## src/rtl/prbs_pkg.sv

```systemverilog
// Shared types for the PRBS checker family: polynomial selector, tap table and
// checker FSM states.
package prbs_pkg;

  localparam int PRBS_MAX_ORDER = 31;

  typedef enum logic [1:0] {
    PRBS7  = 2'd0,
    PRBS15 = 2'd1,
    PRBS23 = 2'd2,
    PRBS31 = 2'd3
  } poly_e;

  typedef enum logic [1:0] {
    ST_HUNT   = 2'd0,
    ST_CHECK  = 2'd1,
    ST_LOCKED = 2'd2
  } state_e;

  // Feedback taps (n, m): bit k = bit[k-n] ^ bit[k-m].
  typedef struct packed {
    logic [4:0] n;
    logic [4:0] m;
  } taps_t;

  function automatic taps_t poly_taps(input poly_e poly);
    taps_t taps;
    taps = '{n: 5'd31, m: 5'd28};
    case (poly)
      PRBS7:   taps = '{n: 5'd7,  m: 5'd6};
      PRBS15:  taps = '{n: 5'd15, m: 5'd14};
      PRBS23:  taps = '{n: 5'd23, m: 5'd18};
      PRBS31:  taps = '{n: 5'd31, m: 5'd28};
      default: taps = '{n: 5'd31, m: 5'd28};
    endcase
    return taps;
  endfunction

endpackage

```

## src/rtl/prbs_next_bits.sv

```systemverilog
// Predicts the next WIDTH PRBS bits from a 31-bit history (hist[0] = newest bit).
// Later bits chain on earlier predicted bits, so this doubles as a generator core.
module prbs_next_bits
  import prbs_pkg::*;
#(
  parameter int WIDTH = 1
) (
  input  logic [PRBS_MAX_ORDER-1:0] hist,
  input  poly_e                     poly,
  output logic [WIDTH-1:0]          bits
);

  taps_t                     taps;
  logic [PRBS_MAX_ORDER-1:0] mask;
  logic [PRBS_MAX_ORDER-1:0] win;

  // Taps become a bit mask so the feedback is a masked parity, no variable index.
  always_comb begin
    taps = poly_taps(poly);
    mask = (PRBS_MAX_ORDER'(1) << (taps.n - 5'd1)) |
           (PRBS_MAX_ORDER'(1) << (taps.m - 5'd1));
    win  = hist;
    bits = '0;
    for (int k = 0; k < WIDTH; k++) begin
      bits[k] = ^(win & mask);
      win     = {win[PRBS_MAX_ORDER-2:0], bits[k]};
    end
  end

endmodule

```

## src/rtl/prbs_checker_multi.sv

```systemverilog
// Self-synchronising multi-bit PRBS7/15/23/31 checker with automatic lock,
// loss-of-lock detection and saturating bit/error/lock-loss counters.
module prbs_checker_multi
  import prbs_pkg::*;
#(
  parameter int WIDTH       = 1,
  parameter int COUNT_WIDTH = 48,
  parameter int LOCK_THRESH = 64,
  parameter int LOSS_WINDOW = 128,
  parameter int LOSS_THRESH = 32
) (
  input  logic                   clk,
  input  logic                   rstn,
  input  logic [WIDTH-1:0]       data_in,
  input  logic                   data_in_valid,
  input  logic [1:0]             poly_sel,
  input  logic                   clear,
  output logic                   locked,
  output logic [COUNT_WIDTH-1:0] total_bits,
  output logic [COUNT_WIDTH-1:0] total_bit_errors,
  output logic [15:0]            lock_losses
);

  localparam int ERR_W  = $clog2(WIDTH + 1);
  localparam int GOOD_W = $clog2(LOCK_THRESH + 1);
  localparam int WCNT_W = $clog2(LOSS_WINDOW + 1);
  localparam int WERR_W = $clog2(LOSS_THRESH + WIDTH + 1);

  localparam logic [GOOD_W-1:0]    LOCK_THRESH_C = GOOD_W'(LOCK_THRESH);
  localparam logic [WCNT_W-1:0]    LOSS_WINDOW_C = WCNT_W'(LOSS_WINDOW);
  localparam logic [WERR_W-1:0]    LOSS_THRESH_C = WERR_W'(LOSS_THRESH);
  localparam logic [6:0]           WIDTH_FILL    = 7'(WIDTH);
  localparam logic [6:0]           ORDER_FILL    = 7'(PRBS_MAX_ORDER);
  localparam logic [COUNT_WIDTH:0] WIDTH_CNT     = (COUNT_WIDTH + 1)'(WIDTH);

  state_e state, state_next;
  poly_e  poly_q;

  logic [PRBS_MAX_ORDER-1:0] hist, hist_next;
  logic [5:0]                fill_cnt;
  logic [GOOD_W-1:0]         good_cnt;
  logic [WCNT_W-1:0]         win_cnt;
  logic [WERR_W-1:0]         win_err;

  logic [WIDTH-1:0] expected;
  logic [WIDTH-1:0] shift_src;
  logic [ERR_W-1:0] beat_err;

  logic              poly_changed;
  logic              beat;
  logic [6:0]        fill_sum;
  logic              fill_done;
  logic [GOOD_W-1:0] good_inc;
  logic [WCNT_W-1:0] win_cnt_inc;
  logic              win_expired;
  logic [WERR_W-1:0] win_err_sum;
  logic              loss;

  logic locked_next;
  logic from_expected;
  logic count_en;
  logic lose_lock;

  logic [COUNT_WIDTH:0] bits_sum;
  logic [COUNT_WIDTH:0] errs_sum;
  logic [16:0]          losses_sum;

  prbs_next_bits #(.WIDTH(WIDTH)) u_next_bits (
    .hist (hist),
    .poly (poly_q),
    .bits (expected)
  );

  always_comb begin
    poly_changed = (poly_e'(poly_sel) != poly_q);
    beat         = data_in_valid && !poly_changed;
    beat_err     = '0;
    for (int k = 0; k < WIDTH; k++) begin
      beat_err = beat_err + ERR_W'(data_in[k] ^ expected[k]);
    end
    fill_sum    = {1'b0, fill_cnt} + WIDTH_FILL;
    fill_done   = (fill_sum >= ORDER_FILL);
    good_inc    = good_cnt + 1'b1;
    win_cnt_inc = win_cnt + 1'b1;
    win_expired = (win_cnt_inc == LOSS_WINDOW_C);
    win_err_sum = win_err + WERR_W'(beat_err);
    loss        = (win_err_sum >= LOSS_THRESH_C);
    bits_sum    = {1'b0, total_bits} + WIDTH_CNT;
    errs_sum    = {1'b0, total_bit_errors} + (COUNT_WIDTH + 1)'(beat_err);
    losses_sum  = {1'b0, lock_losses} + 17'd1;
  end

  // While locked the history free-runs on predictions so line errors cannot propagate.
  always_comb begin
    shift_src = from_expected ? expected : data_in;
    hist_next = hist;
    for (int k = 0; k < WIDTH; k++) begin
      hist_next = {hist_next[PRBS_MAX_ORDER-2:0], shift_src[k]};
    end
  end

  always_ff @(posedge clk or negedge rstn) begin
    if (!rstn) begin
      state <= ST_HUNT;
    end else begin
      state <= state_next;
    end
  end

  always_comb begin
    state_next = state;
    if (poly_changed) begin
      state_next = ST_HUNT;
    end else if (data_in_valid) begin
      case (state)
        ST_HUNT:   if (fill_done) state_next = ST_CHECK;
        ST_CHECK: begin
          if (beat_err != '0)              state_next = ST_HUNT;
          else if (good_inc == LOCK_THRESH_C) state_next = ST_LOCKED;
        end
        ST_LOCKED: if (loss) state_next = ST_HUNT;
        default:   state_next = ST_HUNT;
      endcase
    end
  end

  always_comb begin
    locked_next   = (state_next == ST_LOCKED);
    from_expected = (state == ST_LOCKED);
    count_en      = beat && (state == ST_LOCKED) && !clear;
    lose_lock     = beat && (state == ST_LOCKED) && loss;
  end

  always_ff @(posedge clk or negedge rstn) begin
    if (!rstn) begin
      hist     <= '0;
      poly_q   <= PRBS31;
      locked   <= 1'b0;
      fill_cnt <= '0;
      good_cnt <= '0;
      win_cnt  <= '0;
      win_err  <= '0;
    end else begin
      poly_q <= poly_e'(poly_sel);
      locked <= locked_next;
      if (data_in_valid) hist <= hist_next;
      if (poly_changed) begin
        fill_cnt <= '0;
        good_cnt <= '0;
      end else if (data_in_valid) begin
        case (state)
          ST_HUNT: begin
            good_cnt <= '0;
            fill_cnt <= fill_done ? 6'd0 : fill_sum[5:0];
          end
          ST_CHECK: begin
            if (beat_err != '0) begin
              fill_cnt <= '0;
              good_cnt <= '0;
            end else begin
              good_cnt <= good_inc;
              if (good_inc == LOCK_THRESH_C) begin
                win_cnt <= '0;
                win_err <= '0;
              end
            end
          end
          ST_LOCKED: begin
            if (loss) begin
              fill_cnt <= '0;
              good_cnt <= '0;
            end else if (win_expired) begin
              win_cnt <= '0;
              win_err <= '0;
            end else begin
              win_cnt <= win_cnt_inc;
              win_err <= win_err_sum;
            end
          end
          default: begin
            fill_cnt <= '0;
            good_cnt <= '0;
          end
        endcase
      end
    end
  end

  // Clear outranks any increment in the same cycle; a carry out means hold at all-ones.
  always_ff @(posedge clk or negedge rstn) begin
    if (!rstn) begin
      total_bits       <= '0;
      total_bit_errors <= '0;
      lock_losses      <= '0;
    end else if (clear) begin
      total_bits       <= '0;
      total_bit_errors <= '0;
      lock_losses      <= '0;
    end else begin
      if (count_en) begin
        total_bits       <= bits_sum[COUNT_WIDTH] ? '1 : bits_sum[COUNT_WIDTH-1:0];
        total_bit_errors <= errs_sum[COUNT_WIDTH] ? '1 : errs_sum[COUNT_WIDTH-1:0];
      end
      if (lose_lock) begin
        lock_losses <= losses_sum[16] ? '1 : losses_sum[15:0];
      end
    end
  end

endmodule

```

## config.mk

```make
export PLATFORM = sky130hd
export DESIGN_NAME = prbs_checker_multi
export DESIGN_NICKNAME = d
export VERILOG_FILES = /design/src/rtl/prbs_pkg.sv /design/src/rtl/prbs_next_bits.sv /design/src/rtl/prbs_checker_multi.sv
export SDC_FILE = /design/constraint.sdc
export NUM_CORES = 1
export LEC_CHECK = 0
export BUFFER_PORTS_ARGS = -buffer_cell sky130_fd_sc_hd__buf_2
export CORE_MARGIN = 8
export CORE_UTILIZATION = 45
export CTS_BUF_LIST = sky130_fd_sc_hd__clkbuf_8
export DETAILED_ROUTE_END_ITERATION = 8
export PLACE_DENSITY = 0.67
export SETUP_SLACK_MARGIN = 0.3
export SLEW_MARGIN = 20
export SYNTH_ARGS = -nofsm -noshare
export SYNTH_HDL_FRONTEND = slang
export SYNTH_SLANG_ARGS = --single-unit
```

## constraint.sdc

```tcl
create_clock -name clk -period 3.6 [get_ports clk]
set_clock_uncertainty 0.2 [all_clocks]
set_input_delay 0.72 -clock clk [delete_from_list [all_inputs] [get_ports clk]]
set_output_delay 0.72 -clock clk [all_outputs]
set_load 0.005 [all_outputs]
```

==> results of run 1 <==
-- kinds of logic (layout without fill, tap and decap cells) --
kind of cell	count (synthesis)	in the layout	synth area share
and+or+nand+nor	432	433	0.242
adders and majority gates	11	11	0.0146
buffers and inverters	60	227	0.0269
muxes	38	38	0.0459
xor gates and xnor gates	10	10	0.00932
AOI/OAI and AO/OA	270	272	0.195
DFF	175	175	0.466
-- through the flow --
stage          hold slack (ps)  utilization
4_1_cts                   92.7        0.536
5_1_grt                    122        0.556
6_report                  77.3        0.556
3_5_place_dp               290        0.506
3_3_place_gp               287        0.506
2_1_floorplan              224            -
-- area by class of cell --
class,count,area (sq um),area share
Sequential cell,175,4380,0.379
Inverter,18,67.6,0.00585
Timing Repair Buffer,177,1090,0.0942
Clock buffer,20,275,0.0238
Clock inverter,12,168,0.0145
Tap cell,275,344,0.0298
Multi-Input combinational cell,764,5220,0.452
-- cell usage after synthesis (7+ instances only) --
cell      count  share of area
o211a_1       9         0.0096
a211oi_1     16          0.013
ha_1         11          0.015
a21oi_1      75          0.040
inv_1        18         0.0072
nor2_1       90          0.036
and3_1       24          0.016
and2_1       11         0.0073
mux2_2       31          0.037
nor4_1       15          0.010
o21a_1        7         0.0056
nor2b_1       7         0.0047
o21ai_0      49          0.026
a31oi_1      22          0.015
nand2b_1      9         0.0060
or3_1         7         0.0047
nand4_1      31          0.021
xnor2_1       9         0.0084
dfrtp_1     173           0.46
nand2_1      73          0.029
clkbuf_1     31          0.012
and4_1       15          0.014
a311oi_1     29          0.027
nand3_1      66          0.035
nor3_1       53          0.028
-- registers in the layout (all words and copies together) (netlist names) --
name and cells:
lock_losses 16, state 2, good_cnt 7, win_cnt 8, fill_cnt 6, total_bit_errors 48
locked 1, win_err 6, poly_q 2, hist 31, total_bits 48
-- power by group --
group,internal [W],switching (W)
sequential,0.00211,0.0000895
combinational,0.000280,0.000249
clock,0.000806,0.000725
total,0.00320,0.00106
-- metal layers --
layer  GRT usage  part of all wire
met5           0                 0
met4      0.0722             0.018
met3      0.0466             0.065
met2       0.333              0.49
met1       0.273              0.43
-- repair_timing --
item,in CTS,in global routing
pin swaps,11,16
cloned,2,2
hold buffers,0,0
resized for setup,25,58
buffers inserted,9,13
hold endpoints to repair,0,0
setup endpoints to repair,69,88
-- worst paths after layout --
check	start	to	slack (ps)
worst min register to register	hist[15]	hist[16]	300
max in group asynchronous	rstn	poly_q[1]	2200
worst max register to register	poly_q[1]	total_bit_errors[41]	160
min in group clk	poly_sel[0]	poly_q[0]	170
worst min-delay path	rstn	lock_losses[4]	80
worst max-delay path	poly_q[1]	total_bit_errors[41]	160
==> flow_summary.yaml, run 1 <==
die:
  io-pin-count: 120
  core-area_sq_mm: 0.0208
  die_w_um: 160
  fp-row-count: 53
  initial_core_util: 0.453
  dieArea_sq_mm: 0.0258
  die_h_um: 160
pwr:
  powerDensity_mw_per_mm2: 369
  p_total_w: 0.00426
  p_leak_nw: 4.87
  irDropWorstVdd_v: 0.000241
global_routing:
  antenna_found_initial: 0
  grtUsageTotal: 0.208
  grt_start_max_net_pins: 75
  grt_pass1_wl_mm: 44.6
  grt_remaining_overflow: 0
  grt_pass1_vias: 8495
logic_synthesis:
  ys_types: 75
  synth_ff_type: "dfrtp_1"
  synth-edff-count: 0
  yosysSeqAreaShare: 0.466
  syn_inst: 996
  ys_ff_latch: 175
  yosysWarnings: 0
  synthesis.area_sq_mm: 0.00940
  synthArstFlopShare: 1.00
  avgSynthCellArea_sq_um: 9.43
  syn-num-nets: 1014
setup_path:
  critPathRequiredTime_ps: 3780
  arrival_ps: 3620
  cp_top_family: "simple AND/OR/NAND/NOR gates"
  crit_fanout: 7
  critPathKind: "reg -> reg"
  crit_chain: "mux4_2 > xor2_2 > inv_2 > ha_4 > ha_4 > and3_4 > nand3_2 > or4_4 > or2_4 > and3_4 > a221oi_2"
  reg2reg_depth: 11
  cp.depth: 11
  end_kind: "register"
  worst_setup_path_start_kind: "register"
  cpPeakStageDelay_ps: 560
  slowest_stage: "dfstp_2"
  path_buf_inv: 1
final_layout:
  final_cell_mix: "dfrtp_1 (173), buf_2 (118), nor2_1 (85), nand2_1 (72), a21oi_1 (70)"
  postLayoutCellArea_sq_mm: 0.0115
  antenna_cells: 0
  fill_cells: 1841
  drive_gt1_frac: 0.284
  nNetsFinal: 1171
  final_common_cell: "dfrtp_1"
  synthToLayoutAreaGrowth_pct: 22.9
  stdcell_count: 1441
place:
  post-place-ws_ps: 21.2
  dp.cells: 1383
  place_congestion: 0.920
  place_hpwl_mm: 18.4
  io_buffers: 119
  place_area_sq_mm: 0.0105
routing:
  wl_mm: 27.7
  vias_per_cell: 6.17
  ant_nets: 0
  vias: 8897
  remaining_drc_errors: 0
  wl_per_cell_um: 19.2
  dr.pass1.iters: 7
  drt_iter0_markers: 656
status:
  status: "finished, final reports clean"
cts:
  h-tree-depth: 4
  cts_root_buffer: "clkbuf_8"
  worstSkewPairLatency_ps: 470
  cts.sinks: 175
  cts_made_buffers: 17
  cts_buffer_depth: 2
  cts_tree: "built"
  clkTransAtPathRegs_ps: 100
timing:
  setup_ws_ps: 161
  finalCritPeriodShare: 0.955
  fmax_ghz: 0.291
  rsz0062_at_grt: "true"
  setup_tns_ps: 0
  drv_slew: 0
  fin_crit_ps: 3440
  slew_headroom: 0.454
  finalHoldViolations: 0
  tightest_slew_ps: 817
  setup_viol: 0
run:
  cap_violations: 0
hold_path:
  hp-class: "in -> async"
Note: power is estimated with default switching activity, not from simulation.
==> run 2: changes to the inputs <==
--- a/config.mk
+++ b/config.mk
@@ -5,7 +5,8 @@
 export SDC_FILE = /design/constraint.sdc
 export NUM_CORES = 1
 export LEC_CHECK = 0
-export BUFFER_PORTS_ARGS = -buffer_cell sky130_fd_sc_hd__buf_2
+export BUFFER_PORTS_ARGS = -buffer_cell sky130_fd_sc_hd__buf_4
+export CAP_MARGIN = 20
 export CORE_MARGIN = 8
 export CORE_UTILIZATION = 45
 export CTS_BUF_LIST = sky130_fd_sc_hd__clkbuf_8
==> run 2 against run 1 <==
- combinational power shrank 18%
- clock-buffer cell count shrank 3
- flip-flop and latch count is the same
- core utilization about the same
- critical path depth unchanged
- global-route usage decreased by 0.41 points
- setup slack gained 29 ps
- sequential share of layout area barely moved
- hold slack got worse by 38 ps
- non-clock buffer count decreased by 7
- first-iteration DRC count decreased by 4.1%
- die area did not move
- critical path type unchanged
- critical endpoint unchanged
==> flow_summary.yaml, run 2 (synthesis results as in run 1) <==
status:
  status: "finished, final reports clean"
hold_path:
  hp-class: "in -> async"
setup_path:
  cp_top_family: "simple AND/OR/NAND/NOR gates"
  cp.depth: 11
  r2r_start: "poly_q[1]"
  reg2reg_slack_ps: 190
  end_kind: "register"
  arrival_ps: 3590
  crit_fanout: 7
  critical_path.endpoint: "total_bit_errors[41]"
  startpoint: "poly_q[1]"
  reg2reg_depth: 11
  critPathRequiredTime_ps: 3780
  crit_chain: "mux4_2 > xor2_2 > inv_2 > ha_4 > ha_4 > and3_4 > nand3_2 > or4_4 > or2_4 > and3_4 > a221oi_2"
  worst_setup_path_start_kind: "register"
  critPathKind: "reg -> reg"
  slowest_stage: "dfstp_2"
  path_buf_inv: 1
  cpPeakStageDelay_ps: 550
  worst_r2r_endpoint: "total_bit_errors[41]"
place:
  dp.cells: 1389
  io_buffers: 119
  place_congestion: 0.880
  place_hpwl_mm: 18.6
cts:
  cts.sinks: 175
  cts_made_buffers: 17
  holdBufCountCts: 0
  h-tree-depth: 4
  worstSkewPairLatency_ps: 480
  clkTransAtPathRegs_ps: 100
  cts_buffer_depth: 2
  cts_root_buffer: "clkbuf_8"
  cts_tree: "built"
final_layout:
  final_cell_mix: "dfrtp_1 (173), buf_4 (159), nor2_1 (88), nand2_1 (72), a21oi_1 (72)"
  synthToLayoutAreaGrowth_pct: 22.9
  reg_top3: "total_bit_errors x48, total_bits x48, hist x31"
  nNetsFinal: 1162
  final_common_cell: "dfrtp_1"
  antenna_cells: 0
  fin_util: 0.556
  stdcell_count: 1432
  drive_gt1_frac: 0.269
global_routing:
  grt_remaining_overflow: 0
  grt_pass1_wl_mm: 43.7
  grtUsageTotal: 0.204
  grt_pass1_vias: 8441
  antenna_found_initial: 0
  grt_start_max_net_pins: 62
timing:
  setup_tns_ps: 0
  finalHoldViolations: 0
  slew_headroom: 0.519
  setup_viol: 0
  finalCritPeriodShare: 0.947
  fmax_ghz: 0.293
  drv_slew: 0
  fin_crit_ps: 3410
  rsz0062_at_grt: "true"
  tightest_slew_ps: 722
routing:
  wl_per_cell_um: 18.7
  ant_nets: 0
  remaining_drc_errors: 0
  dr.pass1.iters: 5
  wl_mm: 26.8
  vias_per_cell: 6.06
  vias: 8680
  drt_iter0_markers: 629
pwr:
  powerDensity_mw_per_mm2: 335
  p_leak_nw: 4.73
  irDropWorstVdd_v: 0.000245
die:
  io-pin-count: 120
  dieArea_sq_mm: 0.0258
  die_w_um: 160
  die_h_um: 160
  initial_core_util: 0.453
  core-area_sq_mm: 0.0208
  fp-row-count: 53
run:
  cap_violations: 0
[run 2: area by class of cell]
class | count | area [sq um]
Fill cell | 1868 | 9210
Multi-Input combinational cell | 762 | 5070
Sequential cell | 175 | 4380
Timing Repair Buffer | 170 | 1340
Tap cell | 275 | 344
Clock buffer | 17 | 234
Clock inverter | 15 | 114
Inverter | 18 | 67.6
[run 2: where the power goes]
group          leakage [nW]  internal, W  total (W)  switching (W)
clock network         0.165     0.000482    0.00124       0.000760
logic                  2.18     0.000223   0.000432       0.000209
registers              2.38      0.00211    0.00219      0.0000846
total                  4.73      0.00281    0.00387        0.00105
[run 2: timing repair]
item / 4_1_cts / 5_1_grt
cloned: 1 / 1
setup endpoints to repair: 58 / 80
pin swaps: 7 / 13
gates resized for setup: 19 / 35
buffers inserted: 7 / 2
[run 2: worst reg2reg max path, delay by kind of cell, from the launching register on]
kind | cells | cell delay, ps
compound gates | 1 | 210
xor+xnor | 1 | 210
fa+ha+maj | 2 | 270
buf+inv | 1 | 100
flops | 1 | 550
mux | 1 | 540
simple gates | 5 | 1260
[run 2: worst min path at each step]
| stage | end | slack [ps] | cells after the start |
|---|---|---|---|
| CTS | total_bits[45] | 40 | 1 |
| global placement | hist[25] | 280 | 1 |
| floorplan | fill_cnt[0] | 220 | 0 |
| global route | lock_losses[6] | 60 | 1 |
| finish | lock_losses[0] | 40 | 1 |
| detailed placement | hist[29] | 290 | 1 |
[run 2: through the flow]
stage / setup WS, ps / cell area (sq um) / hold WS (ps) / total power [W]
4_1_cts: 191 / 11400 / 41.4 / 0.00390
2_1_floorplan: 214 / 9470 / 224 / 0.00249
3_5_place_dp: 134 / 10900 / 290 / 0.00264
6_report: 190 / 11500 / 39.1 / 0.00387
5_1_grt: 85.4 / 11500 / 55.5 / 0.00405
3_3_place_gp: 176 / 10900 / 284 / 0.00263
[run 2: metal layers]
metal  global-route usage  routed length [um]  vias up
li1                     -                   -     4102
met1                0.272               12200     4269
met2                0.322               12700      263
met3               0.0448                1450       46
met4               0.0709                 456        0
met5                    0                   0        -
